$ cat src/rtl/pc_sequencer.sv
// pc_sequencer: owns the fetch program counter. Each cycle it either advances
// sequentially, loads a redirect target (branch > jr > jump), holds under
// stall, or, if a redirect arrived during a stall, remembers it in PEND and
// applies it on the first unstalled edge.
//
// Handshake note: stall is a level hold (pc frozen while high); the redirect
// requests are single-cycle pulses with no ready/ack. A request seen in RUN is
// either applied at this edge (stall=0) or latched as pending (stall=1).
// Requests seen in PEND are dropped because they come from squashed work.
module pc_sequencer #(
    parameter logic [31:0] RESET_PC = 32'h0000_0000,
    parameter int unsigned PC_INC   = 4
) (
    input  logic        clk,
    input  logic        reset,
    input  logic        stall,
    input  logic        jump_req,
    input  logic [31:0] jump_target,
    input  logic        branch_req,
    input  logic [31:0] branch_target,
    input  logic        jr_req,
    input  logic [31:0] jr_target,
    output logic [31:0] pc,
    output logic [31:0] pc_plus4,
    output logic [2:0]  pcmux_sel,
    output logic        flush,
    output logic        redirect_pending,
    output logic        misalign
);

    localparam logic [31:0] PC_STEP = 32'(PC_INC);

    // One-hot source codes shared by pcmux_sel and pend_src.
    localparam logic [2:0] SRC_JUMP   = 3'b001;
    localparam logic [2:0] SRC_BRANCH = 3'b010;
    localparam logic [2:0] SRC_JR     = 3'b100;

    typedef enum logic {
        RUN  = 1'b0,
        PEND = 1'b1
    } state_t;

    state_t      state;
    state_t      state_next;
    logic [31:0] pc_next;
    logic [31:0] pend_target;
    logic [2:0]  pend_src;
    logic        pend_load;
    logic [2:0]  win_sel;
    logic [31:0] win_target;

    // Sequential address; wraps modulo 2^32 with no overflow flag.
    assign pc_plus4 = pc + PC_STEP;

    // PEND is visible to the pipeline, but never while reset is asserted.
    assign redirect_pending = (state == PEND) && !reset;

    // Pick the oldest requester: EX-stage branch, then EX-stage jr, then ID jump.
    always_comb begin
        win_sel    = 3'b000;
        win_target = 32'h0000_0000;
        if (branch_req) begin
            win_sel    = SRC_BRANCH;
            win_target = branch_target;
        end else if (jr_req) begin
            win_sel    = SRC_JR;
            win_target = jr_target;
        end else if (jump_req) begin
            win_sel    = SRC_JUMP;
            win_target = jump_target;
        end
    end

    // Next-state, next-pc and the combinational mux/flush/misalign outputs.
    always_comb begin
        state_next = state;
        pc_next    = pc;
        pcmux_sel  = 3'b000;
        flush      = 1'b0;
        misalign   = 1'b0;
        pend_load  = 1'b0;
        if (!reset) begin
            case (state)
                RUN: begin
                    if (win_sel != 3'b000) begin
                        if (stall) begin
                            pend_load  = 1'b1;
                            state_next = PEND;
                        end else begin
                            pc_next   = {win_target[31:2], 2'b00};
                            pcmux_sel = win_sel;
                            flush     = 1'b1;
                            misalign  = |win_target[1:0];
                        end
                    end else if (!stall) begin
                        pc_next = pc_plus4;
                    end
                end
                PEND: begin
                    if (!stall) begin
                        pc_next    = {pend_target[31:2], 2'b00};
                        pcmux_sel  = pend_src;
                        flush      = 1'b1;
                        misalign   = |pend_target[1:0];
                        state_next = RUN;
                    end
                end
                default: state_next = RUN;
            endcase
        end
    end

    // State, pc and pending-redirect registers; reset discards any pending redirect.
    always_ff @(posedge clk) begin
        if (reset) begin
            pc          <= RESET_PC;
            state       <= RUN;
            pend_target <= 32'h0000_0000;
            pend_src    <= 3'b000;
        end else begin
            pc    <= pc_next;
            state <= state_next;
            if (pend_load) begin
                pend_target <= win_target;
                pend_src    <= win_sel;
            end
        end
    end

endmodule
$ cat config.mk
export PLATFORM = sky130hd
export DESIGN_NAME = pc_sequencer
export DESIGN_NICKNAME = d
export VERILOG_FILES = /design/src/rtl/pc_sequencer.sv
export SDC_FILE = /design/constraint.sdc
export NUM_CORES = 1
export LEC_CHECK = 0
export BUFFER_PORTS_ARGS = -buffer_cell sky130_fd_sc_hd__buf_2
export CAP_MARGIN = 10
export CORE_UTILIZATION = 45
export DETAILED_ROUTE_END_ITERATION = 6
export PLACE_DENSITY = 0.74
export SETUP_SLACK_MARGIN = 0.2
export SYNTH_ARGS = -nofsm -noshare
export SYNTH_HDL_FRONTEND = slang
export SYNTH_SLANG_ARGS = --single-unit
export TNS_END_PERCENT = 50
$ cat constraint.sdc
create_clock -name clk -period 2.5 [get_ports clk]
set_input_delay 0.5 -clock clk [delete_from_list [all_inputs] [get_ports clk]]
set_output_delay 0.5 -clock clk [all_outputs]
set_load 0.01 [all_outputs]
* After elaboration in Yosys (flattened, before gate mapping)
Cells that the tools add are included.
** Word-level totals
- Bits in registers :: 68
- Output and inout port bits :: 70
- Logic and storage cells :: 44
- Input bits :: 102
** Operators by class
- Bitwise operators :: 1
- Mux-type cells :: 30
- Add/sub/neg operators :: 1
- Reductions and logical operators :: 6
- Equality and inequality tests :: 2
** Operators by type and width (number)
- 2-to-1 mux 32 bit :: 7
- case mux 32 bit (2 select lines) :: 1
- adder 32 x 3 -> 32 bit (second input constant) :: 1
- 2-to-1 mux 3 bit :: 6
- 2-to-1 mux 1 bit :: 12
- case mux 1 bit (2 select lines) :: 3
- case mux 3 bit (2 select lines) :: 1
- != test 2 bit (second input constant) :: 2
- OR reduction 2 bit :: 2
- nonzero test 3 bit :: 1
- AND reduction 2 bit :: 1
- logical AND 1 bit :: 1
- zero test 1 bit :: 1
- inverter 1 bit :: 1

* Depth between registers and ports, before layout
- Word-level depth :: 8
- Mapped depth :: 8
- Mapped depth without buffers :: 6

* Least setup slack after synthesis
OpenSTA, ideal clock, no wires.
- Path kind :: register to output
- From :: register pc[2]
- To :: output pc_plus4[24]
- Path buffers :: 1
- Cell stages (with the launch flop) :: 7
- Data required time :: 2.000 ns
- Arrival time :: 1.715 ns
- Setup slack :: 0.285 ns
- Cells stage by stage :: dfxtp_1 -> ha_1 -> and3_1 -> buf_2 -> nand3_1 -> or3_4 -> xnor2_1
** On the way
- Cells in the longest elaborated chain, start to end :: 1
** Ends and longest elaborated chain
- start, declared :: line 23 : output logic [31:0] pc,
- start signal, assigned :: line 121 : pc <= pc_next;
- adder 32 x 3 -> 32 bit :: line 53 : assign pc_plus4 = pc + PC_STEP;
- end, declared :: line 24 : output logic [31:0] pc_plus4,
Every way passes these cells.

* Worst setup path in the final report
- From :: register pc[16]
- To :: output pc_plus4[24]
The elaborated chain is that of the path after synthesis.

==> metrics.txt <==
Clock Skews around 0.0063 ns; Yosys reg bits 66; worst-margin pin slew about 1.1 ns; largest net degree at the start of global routing 56; FP Rows 36; gr usage total 0.317; RSZ-0062 raised after global routing true; layout cells sized above 1 0.387; Leak Pwr 2.78 nW; TritonCTS buffer count 9; maximum vdd drop 0.000286 V; Residual DRC 0; router iterations before antenna repair 5; GRT overflow 0; Hold Vio Cnt, Final 0; Min-Delay Path Class flop to flop; Post-Layout Cell Count 948; IO buf count 167; CP Class flop to output port; CTS tree built; Most used DFF post-synth dfxtp_1; Slew headroom 0.297; Syn Area/Cell 7.42 um^2; largest family of logic cells by synthesized area compound AO/OA/AOI/OAI gates; Post-Synth Adder-Cell Area 0.00279; Ports 172; CTS Sinks 66; CTS Hold Bufs 0; most common cell in the netlist nand2_1; first-pass GRT wire length 25.4 mm; Synth Area in Compound Gates 0.306; Die Span X 102 um; power density cells 482 nW/um^2; setup violators final 0; Synth top area share 0.295; starting density of the core 0.461; EDFF count, synth 0; die area 10400 um^2; Vias ~5500; DP HPWL 11.7 mm; number of distinct library cells after synthesis 69; Synth area leader dfxtp_1; initial antenna violation count 0; Area Overhead vs Synth 39.4%; Max FO, Critical Path 4; core outline area between 9000 and 10000 um^2; max-slew violation count 0; nets just over 900; Final ANT Viol Nets 0; most frequent cells after synthesis nand2_1, dfxtp_1, a21oi_1, nor2_1, o21ai_0; Critical Path AT 1.87 ns; placed insts 904; fin crit share 0.946; Worst-path clk slew 0.08 ns; fin util 0.642; vias per cell 5.80; async set-reset flop share out of synthesis 0; setup_tns 0 ns; crit path time final about 2.4 ns; CP endpoint kind output port; synth top area cells dfxtp_1, a21oi_1, nand2_1, nor2_1, xnor2_1; average wire per standard cell 17.0 um; outcome complete, no violations; root buffer cell clkbuf_8; number of global-route vias before repair 4955; Post-DP Area 5600 um^2; Cells after Synth 604; GP Congestion 0.943; H-tree Lvls 3; initial drt markers 337; ant diodes 0; Worst Path Required 2.00 ns; warnings from Yosys 0; routed wire length 16.1 mm; clk buf depth 2; Die Ht 102 um; cell area after layout 6240 um^2; Synth Cell Area 4480 um^2; mux cell area share after synthesis 0.00447; CP startpoint kind flop; # Max-Cap Violations 0; Max Freq about 420 MHz; latest clock arrival within the worst-skew pair 0.34 ns; XOR/XNOR Fraction of Synth Area 0.0508; sequential fraction of the synthesis area 0.295; Synth Area in Simple Gates 0.264
## power breakdown
| group | internal [mW] | leakage, nW | switching (mW) |
|---|---|---|---|
| Clock | 0.555 | 0.0984 | 0.427 |
| Combinational | 0.361 | 2.13 | 0.459 |
| Sequential | 1.13 | 0.552 | 0.0765 |
| Total | 2.04 | 2.78 | 0.963 |
## final cells by class
type                            instances  area, um^2
Multi-Input combinational cell        471        2980
Clock buffer                           10         128
Timing Repair Buffer                  245        1450
Clock inverter                          5        80.1
Fill cell                             885        3480
Tap cell                              133         166
Inverter                               18        67.6
Sequential cell                        66        1370
## flip-flops by register name, indices dropped and copies added, names as in the netlist
register,flops
pend_src,3
state,1
pend_target,32
pc,30
## stage by stage
| step | setup WS [ns] | power, mW | hold slack, ns |
|---|---|---|---|
| after floorplan | 0.285 | 1.66 | 0.432 |
| after global placement | 0.151 | 1.97 | 0.440 |
| after detailed placement | 0.123 | 1.99 | 0.447 |
| after CTS | 0.141 | 2.98 | 0.456 |
| after global routing | 0.0362 | 3.15 | 0.474 |
| final | 0.135 | 3.01 | 0.456 |
## kinds of logic after synthesis
| family | Yosys count |
|---|---|
| DFF | 66 |
| xor gates and xnor gates | 26 |
| buffers and inverters | 70 |
| muxes | 2 |
| adders and majority gates | 1 |
| other | 1 |
| AOI/OAI and AO/OA | 206 |
| and+or+nand+nor | 232 |
## metal layers
layer	vias up	wire, um	share of wire	track usage
met2	293	7440	0.46	0.499
met3	28	1350	0.084	0.0642
met5	-	0	0	0
met1	2558	6970	0.43	0.432
met4	0	348	0.022	0.108
li1	2616	-	-	-
## cell usage in the layout (no fill, tap or decap), drive strengths merged, types with 5 or more instances in the layout
| cell | instances |
|---|---|
| a2bb2oi | 7 |
| o31ai | 7 |
| and3 | 6 |
| o2bb2ai | 10 |
| nand2 | 88 |
| nor3 | 17 |
| o211ai | 5 |
| a21oi | 65 |
| xor2 | 5 |
| nor2 | 51 |
| xnor2 | 21 |
| nand3 | 22 |
| o21a | 5 |
| o32ai | 5 |
| a22oi | 13 |
| nand4 | 9 |
| inv | 15 |
| o21ai | 36 |
| o22ai | 6 |
| or3 | 7 |
| a221oi | 12 |
| dfxtp | 66 |
| buf | 245 |
| nand3b | 11 |
| clkbuf | 10 |
| o221ai | 9 |
## final timing paths
check,from,endpoint,slack (ns),cells past startpoint
worst min-delay path,pend_target[24]$_SDFFE_PP0P_,pend_target[24]$_SDFFE_PP0P_,0.46,2
worst min register to register,pend_target[24]$_SDFFE_PP0P_,pend_target[24]$_SDFFE_PP0P_,0.46,2
worst max register to register,state$_SDFF_PP0_,pend_target[26]$_SDFFE_PP0P_,0.51,5
worst max-delay path,pc[16]$_SDFFE_PP0P_,pc_plus4[24],0.13,5
## timing repair
| action | in CTS | in global routing |
|---|---|---|
| pin swaps | 15 | 9 |
| setup endpoints to repair | 22 | 20 |
| cloned | 1 | 0 |
| gates resized for setup | 48 | 15 |
| buffers inserted | 23 | 5 |
## critical path, cell delays in order, from the launching register on
cell	delay (ns)
dfxtp_4	0.35
nand4_1	0.17
or2_4	0.33
or3_4	0.38
xnor2_1	0.15
buf_2	0.14
(Power assumes the default switching activity.)
